`config.mk`:
```
export PLATFORM = sky130hd
export DESIGN_NAME = scroll_controller_flat
export DESIGN_NICKNAME = d
export VERILOG_FILES = /design/src/rtl/scroll_controller_pkg.sv /design/src/rtl/scroll_controller_if.sv /design/src/rtl/scroll_controller_tick_gen.sv /design/src/rtl/scroll_controller.sv /design/src/flat_wrapper.sv
export SDC_FILE = /design/constraint.sdc
export NUM_CORES = 1
export LEC_CHECK = 0
export BUFFER_PORTS_ARGS = -buffer_cell sky130_fd_sc_hd__buf_2
export CORE_MARGIN = 3
export CORE_UTILIZATION = 50
export CTS_CLUSTER_SIZE = 30
export DETAILED_ROUTE_END_ITERATION = 10
export PLACE_DENSITY_LB_ADDON = 0.3
export SLEW_MARGIN = 15
export SYNTH_ARGS = -nofsm -noshare
export SYNTH_HDL_FRONTEND = slang
export SYNTH_SLANG_ARGS = --single-unit
```
`constraint.sdc`:
```
create_clock -name clk -period 3.7 [get_ports clk]
set_input_delay 0.74 -clock clk [delete_from_list [all_inputs] [get_ports clk]]
set_output_delay 0.74 -clock clk [all_outputs]
set_load 0.1 [all_outputs]
```
`src/rtl/scroll_controller_pkg.sv`:
```
// Shared types and constants for the scrolling seven-segment message sequencer.
package scroll_controller_pkg;

    typedef enum logic [1:0] {
        IDLE   = 2'd0,
        RUN    = 2'd1,
        PAUSED = 2'd2
    } state_t;

    localparam logic [3:0] BLANK_AN = 4'b1111;
    localparam int         DIGITS   = 4;

    // Active-low one-hot anode select for a digit slot.
    function automatic logic [3:0] anode_sel_n(input logic [1:0] idx);
        return ~(4'b0001 << idx);
    endfunction

endpackage

```
`src/rtl/scroll_controller_if.sv`:
```
// Control pulses in, display/scroll status out, for the scroll sequencer.
interface scroll_controller_if #(
    parameter int ADDR_W = 4
) ();
    logic              start;
    logic              pause;
    logic              stop;
    logic              step;
    logic [3:0]        an;
    logic [ADDR_W-1:0] char_addr;
    logic [ADDR_W-1:0] base;
    logic              busy;
    logic              scroll_tick;

    modport master (
        output start, pause, stop, step,
        input  an, char_addr, base, busy, scroll_tick
    );

    modport slave (
        input  start, pause, stop, step,
        output an, char_addr, base, busy, scroll_tick
    );
endinterface

```
`src/rtl/scroll_controller_tick_gen.sv`:
```
// Scroll-period counter: pulses once per 2^WIDTH enabled cycles, freezes when disabled.
module scroll_controller_tick_gen #(
    parameter int WIDTH = 23
) (
    input  logic clk,
    input  logic reset,
    input  logic enable,
    input  logic clear,
    output logic tick
);
    logic [WIDTH-1:0] cnt_r;
    logic             tick_r;

    // Counter and registered pulse; clear beats enable, disabled holds the count.
    always_ff @(posedge clk or negedge reset) begin
        if (!reset) begin
            cnt_r  <= {WIDTH{1'b0}};
            tick_r <= 1'b0;
        end else if (clear) begin
            cnt_r  <= {WIDTH{1'b0}};
            tick_r <= 1'b0;
        end else if (enable) begin
            if (cnt_r == {WIDTH{1'b1}}) begin
                cnt_r  <= {WIDTH{1'b0}};
                tick_r <= 1'b1;
            end else begin
                cnt_r  <= cnt_r + WIDTH'(1);
                tick_r <= 1'b0;
            end
        end else begin
            tick_r <= 1'b0;
        end
    end

    assign tick = tick_r;
endmodule

```
`src/rtl/scroll_controller.sv`:
```
// Run/pause/stop scroll sequencer with digit multiplexing for a 4-digit display.
module scroll_controller #(
    parameter int TICK_WIDTH    = 23,
    parameter int REFRESH_WIDTH = 16,
    parameter int MSG_LEN       = 16,
    parameter int ADDR_W        = 4
) (
    input logic                 clk,
    input logic                 reset,
    scroll_controller_if.slave  bus
);
    import scroll_controller_pkg::*;

    state_t                   state_r, state_nx_s;
    logic [ADDR_W-1:0]        base_r, base_nx_s, base_inc_s;
    logic [REFRESH_WIDTH-1:0] refresh_r;
    logic [1:0]               digit_r;
    logic [3:0]               an_r;
    logic [ADDR_W-1:0]        char_addr_r, char_mod_s;
    logic [ADDR_W:0]          char_sum_s;
    logic                     busy_r;
    logic                     tick_s, tick_en_s, tick_clr_s;

    // Explicit compare so non-power-of-two message lengths wrap correctly.
    assign base_inc_s = (base_r == ADDR_W'(MSG_LEN - 1)) ? {ADDR_W{1'b0}}
                                                        : base_r + ADDR_W'(1);

    // Next state and base pointer; stop > start > pause > step.
    always_comb begin
        state_nx_s = state_r;
        base_nx_s  = base_r;
        if (bus.stop) begin
            state_nx_s = IDLE;
            base_nx_s  = {ADDR_W{1'b0}};
        end else begin
            case (state_r)
                IDLE: begin
                    base_nx_s = {ADDR_W{1'b0}};
                    if (bus.start) state_nx_s = RUN;
                    else           state_nx_s = IDLE;
                end
                RUN: begin
                    if (tick_s) base_nx_s = base_inc_s;
                    else        base_nx_s = base_r;
                    if (bus.start)      state_nx_s = RUN;
                    else if (bus.pause) state_nx_s = PAUSED;
                    else                state_nx_s = RUN;
                end
                PAUSED: begin
                    if (bus.start) begin
                        state_nx_s = RUN;
                        base_nx_s  = base_r;
                    end else if (bus.step) begin
                        state_nx_s = PAUSED;
                        base_nx_s  = base_inc_s;
                    end else begin
                        state_nx_s = PAUSED;
                        base_nx_s  = base_r;
                    end
                end
                default: begin
                    state_nx_s = IDLE;
                    base_nx_s  = {ADDR_W{1'b0}};
                end
            endcase
        end
    end

    // The counter only advances on cycles that stay in RUN, so a pause freezes the value it had.
    assign tick_en_s  = (state_r == RUN) && (state_nx_s == RUN);
    assign tick_clr_s = (state_r == IDLE) || bus.stop;

    scroll_controller_tick_gen #(.WIDTH(TICK_WIDTH)) u_tick_gen (
        .clk    (clk),
        .reset  (reset),
        .enable (tick_en_s),
        .clear  (tick_clr_s),
        .tick   (tick_s)
    );

    // ROM address of the active digit, reduced modulo the message length.
    always_comb begin
        char_sum_s = (ADDR_W + 1)'(base_r) + (ADDR_W + 1)'(digit_r);
        if (char_sum_s >= (ADDR_W + 1)'(MSG_LEN)) begin
            char_mod_s = ADDR_W'(char_sum_s - (ADDR_W + 1)'(MSG_LEN));
        end else begin
            char_mod_s = ADDR_W'(char_sum_s);
        end
    end

    // FSM state, base pointer and busy flag.
    always_ff @(posedge clk or negedge reset) begin
        if (!reset) begin
            state_r <= IDLE;
            base_r  <= {ADDR_W{1'b0}};
            busy_r  <= 1'b0;
        end else begin
            state_r <= state_nx_s;
            base_r  <= base_nx_s;
            busy_r  <= (state_nx_s != IDLE);
        end
    end

    // Free-running refresh slot counter, digit index and registered display outputs.
    always_ff @(posedge clk or negedge reset) begin
        if (!reset) begin
            refresh_r   <= {REFRESH_WIDTH{1'b0}};
            digit_r     <= 2'd0;
            an_r        <= BLANK_AN;
            char_addr_r <= {ADDR_W{1'b0}};
        end else begin
            refresh_r <= refresh_r + REFRESH_WIDTH'(1);
            if (refresh_r == {REFRESH_WIDTH{1'b1}}) begin
                digit_r <= (digit_r == 2'(DIGITS - 1)) ? 2'd0 : digit_r + 2'd1;
            end else begin
                digit_r <= digit_r;
            end
            // Blank guard slot at the start of every digit period avoids ghosting.
            an_r        <= (refresh_r == {REFRESH_WIDTH{1'b0}}) ? BLANK_AN : anode_sel_n(digit_r);
            char_addr_r <= char_mod_s;
        end
    end

    assign bus.an          = an_r;
    assign bus.char_addr   = char_addr_r;
    assign bus.base        = base_r;
    assign bus.busy        = busy_r;
    assign bus.scroll_tick = tick_s;
endmodule

```
`src/flat_wrapper.sv`:
```
// flat-port wrapper written by rule: the top's interface ports become plain ports
module scroll_controller_flat import scroll_controller_pkg::*;
#(
    parameter int TICK_WIDTH    = 23,
    parameter int REFRESH_WIDTH = 16,
    parameter int MSG_LEN       = 16,
    parameter int ADDR_W        = 4
)
  (clk, reset, bus_start, bus_pause, bus_stop, bus_step, bus_an, bus_char_addr, bus_base, bus_busy, bus_scroll_tick);
  scroll_controller_if #(.ADDR_W(ADDR_W)) bus_i ();
  input logic clk;
  input logic reset;
  input wire logic [$bits(bus_i.start)-1:0] bus_start;
  input wire logic [$bits(bus_i.pause)-1:0] bus_pause;
  input wire logic [$bits(bus_i.stop)-1:0] bus_stop;
  input wire logic [$bits(bus_i.step)-1:0] bus_step;
  output wire logic [$bits(bus_i.an)-1:0] bus_an;
  output wire logic [$bits(bus_i.char_addr)-1:0] bus_char_addr;
  output wire logic [$bits(bus_i.base)-1:0] bus_base;
  output wire logic [$bits(bus_i.busy)-1:0] bus_busy;
  output wire logic [$bits(bus_i.scroll_tick)-1:0] bus_scroll_tick;
  assign bus_i.start = bus_start;
  assign bus_i.pause = bus_pause;
  assign bus_i.stop = bus_stop;
  assign bus_i.step = bus_step;
  assign bus_an = bus_i.an;
  assign bus_char_addr = bus_i.char_addr;
  assign bus_base = bus_i.base;
  assign bus_busy = bus_i.busy;
  assign bus_scroll_tick = bus_i.scroll_tick;
  scroll_controller #(.TICK_WIDTH(TICK_WIDTH), .REFRESH_WIDTH(REFRESH_WIDTH), .MSG_LEN(MSG_LEN), .ADDR_W(ADDR_W)) u_core (.clk(clk), .reset(reset), .bus(bus_i));
endmodule
```
-- Word level (Yosys, flattened, before mapping)
Cells that the tools add are included.
- multiplexer cells: 21
- equal/unequal tests: 10
- add/subtract/negate cells: 6
- bitwise logic cells: 1
- reductions and logical operators: 7
- shifts and indexed selects: 1
- magnitude comparators: 1
- operator list (kind ; number):
    $mux 23 ; 3
    $mux 4 ; 7
    $add 23x1->23 const B ; 1
    $eq 23x23->1 const B ; 1
    $add 16x1->16 const B ; 1
    $eq 16x16->1 const B ; 1
    $logic_not 16->1 ; 1
    $mux 2 ; 5
    $ne 3x3->1 const B ; 3
    $pmux 4 s2 ; 1
    $pmux 2 s3 ; 1
    $add 4x2->5 ; 1
    $ge 5x5->1 const B ; 1
    $add 4x1->4 const B ; 1
    $eq 2x1->1 const B ; 2
    $eq 2x2->1 const B ; 2
    $eq 4x4->1 const B ; 1
    $mux 1 ; 4
    $not 4->4 ; 1
    $reduce_bool 2->1 ; 2
    $shl 1x2->4 const A ; 1
    $sub 4x1->4 const B ; 1
    $reduce_and 3->1 ; 1
    $add 2x1->2 const B ; 1
    other kinds (3) ; 3
- word-level logic and storage cells: 56
- output and inout port bits: 14
- input bits: 6
- flip-flop bits (word level): 57

-- Logic depth before layout (Yosys ltp)
Gate-level depths: netlist of the first run.
- depth in word-level cells: 8
- gate-level depth with buffers: 8
- depth with buffers taken out: 7

-- Hierarchy
A second synthesis of the first run with hierarchy kept.
- cell total of the unflattened synthesis: 298
- area total of the unflattened synthesis: 3037.9 um^2
- modules (own cells, without submodules) (module ; instances ; sequential area each (um^2) ; area each (um^2) ; cells an instance):
    scroll_controller ; 1 ; 830.8 ; 1637.8 ; 146
    scroll_controller_tick_gen ; 1 ; 600.6 ; 1400.1 ; 152

-- Worst setup path after synthesis of the first run
No wires, ideal clock.
- path kind: in2reg
- start point: in bus_pause
- end point: reg u_core.u_tick_gen.cnt_r[11]
- library setup time: 78 ps
- buffers on the path: 0
- required time: 3622 ps
- arrival: 2286 ps
- path slack: 1336 ps
- cell stages on the path: 5
- path through: or3b_1 a2111oi_4 nand2_2 or4_1 a21oi_1
- longest elaborated chain between the ends: 7
- RTL lines (element ; line ; RTL):
    start, declared ; flat_wrapper.sv:14 ; input wire logic [$bits(bus_i.pause)-1:0] bus_pause;
    $mux 2 ; scroll_controller.sv:46 ; else if (bus.pause) state_nx_s = PAUSED;
    $mux 2 ; scroll_controller.sv:45 ; if (bus.start) state_nx_s = RUN;
    $pmux 2 s3 ; scroll_controller.sv:36 ; case (state_r)
    $mux 2 ; scroll_controller.sv:32 ; if (bus.stop) begin
    $eq 2x1->1 ; scroll_controller.sv:70 ; assign tick_en_s = (state_r == RUN) && (state_nx_s == RUN);
    $logic_and 1x1->1 ; scroll_controller.sv:70 ;
    $reduce_bool 2->1 (no line) ; - ;
    end signal, assigned ; scroll_controller_tick_gen.sv:20 ; cnt_r <= {WIDTH{1'b0}};
    end signal, assigned ; scroll_controller_tick_gen.sv:24 ; cnt_r <= {WIDTH{1'b0}};
    end signal, assigned ; scroll_controller_tick_gen.sv:27 ; cnt_r <= cnt_r + WIDTH'(1);
    end, declared ; scroll_controller_tick_gen.sv:11 ; logic [WIDTH-1:0] cnt_r;
Every way passes these cells.
A chain may end at the register's enable or synchronous reset.

-- Worst setup path in the final report of the first run
- start point: reg u_core.state_r[0]
- end point: reg u_core.u_tick_gen.cnt_r[11]
- longest elaborated chain between the ends: 6
- elaborated cells between the ends (all ways): 10
- those cells by class: eq/ne: 3; mux: 3; reduce/logical: 4
- RTL lines (element ; line ; RTL):
    start, declared ; scroll_controller.sv:14 ; state_t state_r, state_nx_s;
    start signal, assigned ; scroll_controller.sv:98 ; state_r <= state_nx_s;
    $eq 2x2->1 (tied with other cells) ; scroll_controller.sv:36 ;
    $pmux 2 s3 ; scroll_controller.sv:36 ;
    $mux 2 ; scroll_controller.sv:32 ;
    $eq 2x1->1 ; scroll_controller.sv:70 ;
    $logic_and 1x1->1 ; scroll_controller.sv:70 ;
    $reduce_bool 2->1 (no line) ; - ;
Parallel ways exist; a longest one is shown, timed or not.

==> results of run 1 <==
stage by stage:
step	power [uW]	util [%]	hold slack [ps]
floorplan	700	-	442
global placement	726	55.3	458
global route	1490	59.7	522
CTS	1440	59.7	476
finish	1430	59.7	472
detailed placement	728	55.3	466
critical path, cell delays in order, from the launching register on:
cell	delay (ps)
dfrtp_1	410
inv_1	80
ha_1	240
or3b_1	410
a2111oi_4	740
nand2_2	330
or4_1	570
a21oi_1	160
cell type report:
cell class,count,share of cell area (%)
Sequential cell,57,42.8
Clock buffer,11,4.22
Clock inverter,5,3.07
Multi-Input combinational cell,216,42.6
Tap cell,72,2.69
Inverter,12,1.35
Timing Repair Buffer,21,3.29
flip-flops by register name, summed over array words and instances, names as in the netlist:
name	flops
u_core.bus.base	4
u_core.digit_r	2
u_core.u_tick_gen.cnt_r	23
u_core.bus.busy	1
u_core.bus.char_addr	4
u_core.u_tick_gen.tick	1
u_core.state_r	2
u_core.bus.an	4
u_core.refresh_r	16
power by group through the flow:
stage | clock [uW] | combinational [uW] | sequential [uW]
floorplan | 0 | 34.9 | 665
global placement | 0 | 83.6 | 642
detailed placement | 0 | 84.9 | 643
CTS | 725 | 85.2 | 631
global route | 763 | 92.9 | 631
finish | 714 | 83.9 | 631
logic make-up (layout without fill, tap and decap cells):
logic type               Yosys count  count (layout)  synth area share (%)
AO/OA/AOI/OAI                     43              43                  10.1
multiplexers                       3               3                  1.11
buffers and inverters             20              49                  2.73
adder cells (fa/ha/maj)           16              16                  7.07
AND/OR/NAND/NOR                  130             130                  23.1
XOR/XNOR                          24              24                  7.15
flip-flops                        57              57                  48.7
per-layer routing:
metal  share of wire [%]  track usage, %  routed length [um]
met5                   0               0                   0
met4                 2.7            12.1                 157
met3                 4.9            3.90                 283
met2                  45            30.4                2640
met1                  47            24.7                2740
worst paths after layout:
path / from / to / slack [ps] / cells past startpoint
max: u_core.state_r[0] / u_core.u_tick_gen.cnt_r[11] / 670 / 7
min: u_core.refresh_r[0] / u_core.refresh_r[0] / 470 / 1
max reg2reg: u_core.state_r[0] / u_core.u_tick_gen.cnt_r[11] / 670 / 7
min reg2reg: u_core.refresh_r[0] / u_core.refresh_r[0] / 470 / 1
max in group asynchronous: reset / u_core.refresh_r[7] / 2550 / 2
min in group asynchronous: reset / u_core.state_r[0] / 480 / 1
layout by cell type (no fill, tap or decap), drive strengths merged, types with 6 or more instances in the layout:
| cell | synthesis | layout |
|---|---|---|
| or3 | 7 | 7 |
| xor2 | 11 | 11 |
| inv | 12 | 12 |
| buf | 3 | 21 |
| a21oi | 13 | 13 |
| nand3 | 22 | 22 |
| xnor2 | 13 | 13 |
| clkbuf | 5 | 11 |
| nand4 | 14 | 14 |
| o21ai | 6 | 6 |
| nor3 | 8 | 8 |
| ha | 15 | 15 |
| nor2 | 22 | 22 |
| dfrtp | 53 | 53 |
| nand2 | 28 | 28 |
==> qor.yml, run 1 <==
global_route:
  globalRouteOverflowTotal: 0
  grt_pass1_wl_um: 9920
  grt_pass1_vias: 2185
  grt_antenna_before_repair: 0
  grt_max_degree: 38
  track_usage_pct: 19.5
routing:
  routed_wirelength_um: 5820
  via_count: 2271
  drtAntennaViolNets: 0
  drc_errors: 0
  routedWlPerCell_um: 14.8
  dr.pass1.iters: 4
  drt-vias-per-instance: 5.76
  drtIter0Drc: 152
clock_tree:
  root_buffer: "clkbuf_8"
  clockBufferDepth: 2
  path_clk_slew_ps: 60
  cts_sinks: 57
  cts_max_level: 3
  postCtsSetupRepairBufs: 0
  cts_buffers: 9
  cts_tree: "done"
  cts_resized: 0
  clkLatencyLatePin_ps: 350
  hold_buffers: 0
die:
  num_rows: 27
  io_pins: 20
  coreArea_um2: 5610
  die_area_um2: 6830
  start_util_pct: 52.4
  die_h_um: 82.7
  dieWidth_um: 82.7
layout:
  regArea_um2: 1430
  finalInstanceArea_um2: 3350
  multi_input_area_um2: 1430
  drive_gt1_share_pct: 15.2
  finalNonFillerCells: 394
  fill_cells: 488
  diodes: 0
  syn_to_final_growth_pct: 13.9
  fin_nets: 339
synth:
  netlist_area_um2: 2940
  synth_area_per_cell_um2: 10.0
  yosysMostFrequentCell: "dfrtp_1"
  syn_inst: 293
  synthFlopType: "dfrtp_1"
  async_flop_share_pct: 100
  synth_nets: 315
  synth_edf_count: 0
  yosys_warnings: 0
  yosys.area.top_type_share_pct: 45.1
  yosysTopAreaCell: "dfrtp_1"
  synthTopCellsByArea: "dfrtp_1, ha_1, xnor2_1"
  ys_seq_area_share_pct: 48.7
  synth_top_cells_by_count: "dfrtp_1, nand2_1, nand3_1, nor2_1, ha_1"
  synth.distinct_cells: 50
  synth.ff_latch_count: 57
timing:
  grt_setup_unrepaired: "no"
  fin_crit_sh_pct: 81.9
  final-setup-viol-count: 0
  setup_slack_ps: 668
  max_freq_mhz: 330
  clock_skew_ps: 5.63
  slew_viol_final: 0
  hold_violations: 0
  fin_crit_ps: 3030
  worst_pin_slew_ps: 796
  final.setup.tns_ps: 0
  maxSlewHeadroom_pct: 46.7
pwr:
  peakVddDrop_mv: 0.226
  intPower_uw: 1110
  clock_power_share_pct: 50.0
  p_per_area_nw_per_um2: 427
  p_sw_share_pct: 22.4
  p_switching_uw: 320
  combPwrFrac_pct: 5.9
  sequentialPowerShare_pct: 44.2
  p_leak_uw: 0.00147
critical_path:
  arrival_ps: 3300
  cp-start-kind: "flop"
  end_kind: "flop"
  crit_type: "flop to flop"
  critPathRequiredTime_ps: 3960
  worst-path-max-fanout: 15
placement:
  port_buffers: 19
  dp.cells: 378
  place_ws_ps: 592
  place_area_um2: 3100
  gp_congestion: 0.839
  hpwl_um: 4040
run_status:
  status: "finished clean"
worst_hold_path:
  hold_path.class: "flop to flop"
run:
  cap_viol_max_count: 0
Power figures use the tool's default switching activity.
==> run 2: changes to the inputs <==
==> constraint.sdc (replaced) <==
create_clock -name clk -period 2.5 [get_ports clk]
set_input_delay 0.5 -clock clk [delete_from_list [all_inputs] [get_ports clk]]
set_output_delay 0.5 -clock clk [all_outputs]
set_load 0.1 [all_outputs]
==> qor.yml, run 2 (synthesized netlist as in run 1, its figures left out) <==
die:
  die_h_um: 82.7
  start_util_pct: 52.4
  num_rows: 27
  die_area_um2: 6830
  dieWidth_um: 82.7
  coreArea_um2: 5610
  io_pins: 20
timing:
  slew_viol_final: 0
  worst_pin_slew_ps: 640
  clock_skew_ps: 10.2
  fin_crit_sh_pct: 97.9
  fin_crit_ps: 2450
  grt_setup_unrepaired: "yes"
  maxSlewHeadroom_pct: 57.2
  max_freq_mhz: 409
  hold_violations: 0
  final-setup-viol-count: 0
layout:
  largest_reg_flops: 23
  final_util_pct: 61.5
  final_common_cell: "dfrtp_1"
  drive_gt1_share_pct: 21.5
  multi_input_area_um2: 1440
  top_register: "u_core.u_tick_gen.cnt_r"
  fin_nets: 356
  layout_common_cells: "dfrtp_1, nand2_1, nand3_1, nor2_1, buf_2"
  syn_to_final_growth_pct: 17.4
  finalNonFillerCells: 411
  fill_cells: 454
  top_regs: "u_core.u_tick_gen.cnt_r (23), u_core.refresh_r (16)"
  diodes: 0
  regArea_um2: 1430
critical_path:
  arrival_ps: 2670
  end_kind: "flop"
  r2r_start: "u_core.state_r[1]"
  r2r_cells: 8
  timing.rr.end: "u_core.u_tick_gen.cnt_r[20]"
  r2r_slack_ps: 50
  crit_type: "flop to flop"
  worst-path-max-fanout: 6
  critPathLaunch: "u_core.state_r[1]"
  cp-start-kind: "flop"
  critPathRequiredTime_ps: 2720
worst_hold_path:
  hold_path.class: "input pin to async pin"
routing:
  drt-met1-wl_um: 2870
  top_layer: "met4"
  via_count: 2322
  routed_wirelength_um: 6210
  dr_wl_met3_um: 305
  wl_met2_um: 2970
  routedWlPerCell_um: 15.1
  drt-vias-per-instance: 5.65
  drtAntennaViolNets: 0
  drtIter0Drc: 168
  drc_errors: 0
  dr.pass1.iters: 4
run:
  cap_viol_max_count: 0
clock_tree:
  path_clk_slew_ps: 70
  clkLatencyLatePin_ps: 330
  clockBufferDepth: 2
  root_buffer: "clkbuf_8"
  cts_sinks: 57
  cts_max_level: 3
  cts_tree: "done"
  cts_buffers: 9
global_route:
  grt_pass1_wl_um: 10200
  track_usage_pct: 20.1
  globalRouteOverflowTotal: 0
  grt_max_degree: 23
  grt_pass1_vias: 2140
  grt_antenna_before_repair: 0
pwr:
  p_total_uw: 1950
  peakVddDrop_mv: 0.264
  p_leak_uw: 0.00153
  p_per_area_nw_per_um2: 564
placement:
  dp.cells: 389
  hpwl_um: 4360
  port_buffers: 19
  gp_congestion: 0.849
run_status:
  status: "finished clean"
-- run 2: cell count changes in the layout (fill, tap and decap cells not counted), moves of 2 or more --
cell        delta
buf_4         +16
bufinv_16      -2
clkinvlp_4     +3
inv_6          +2
-- run 2: final cells by class --
| class | instances | area share (%) |
|---|---|---|
| clock inverters | 7 | 2.25 |
| flip-flops and latches | 57 | 41.5 |
| well taps | 72 | 2.61 |
| repair buffers | 38 | 7.00 |
| multi-input cells | 216 | 41.7 |
| clock buffers | 9 | 3.59 |
| inverters | 12 | 1.31 |
-- run 2: how the worst max path moves through the flow --
stage / to
floorplan: u_core.u_tick_gen.cnt_r[11]
global placement: u_core.u_tick_gen.cnt_r[11]
detailed placement: u_core.u_tick_gen.cnt_r[11]
CTS: u_core.u_tick_gen.cnt_r[11]
global route: u_core.u_tick_gen.cnt_r[8]
finish: u_core.u_tick_gen.cnt_r[20]
-- run 2: per-layer routing --
| metal | up-vias | GRT usage (%) |
|---|---|---|
| li1 | 1128 | - |
| met1 | 1127 | 26.8 |
| met2 | 61 | 31.6 |
| met3 | 6 | 5.21 |
| met4 | 0 | 7.35 |
| met5 | - | 0 |
-- run 2: worst max-delay path, stage by stage, from the launching register on --
cell	delay, ps
dfrtp_1	420
inv_2	90
ha_2	180
or3b_4	390
a2111oi_4	460
buf_4	200
and2_2	210
nand2_2	70
o41ai_1	320
-- run 2: timing repair --
| item | 4_1_cts | 5_1_grt |
|---|---|---|
| gates cloned | 0 | 0 |
| hold buffers | 0 | 0 |
| setup buffers | 1 | 5 |
| resized for setup | 0 | 7 |
| endpoints found under the setup margin | 1 | 12 |
| pin swaps | 1 | 3 |
-- run 2: where the power goes --
group,leakage [uW],switching [uW],total [uW],internal [uW]
clock network,0.0000885,400,866,466
registers,0.000765,5.41,934,928
logic,0.000674,105,146,40.4
-- run 2: through the flow --
stage / hold slack, ps / instance area, um2 / TNS [ps] / worst slack [ps]
after floorplan: 204 / 2940 / 0 / 238
after global placement: 445 / 3190 / 0 / 107
after detailed placement: 453 / 3190 / -56.4 / -56.4
after CTS: 90.0 / 3390 / 0 / 34.9
after global routing: 103 / 3450 / -35.7 / -25.2
final: 85.2 / 3450 / 0 / 52.2
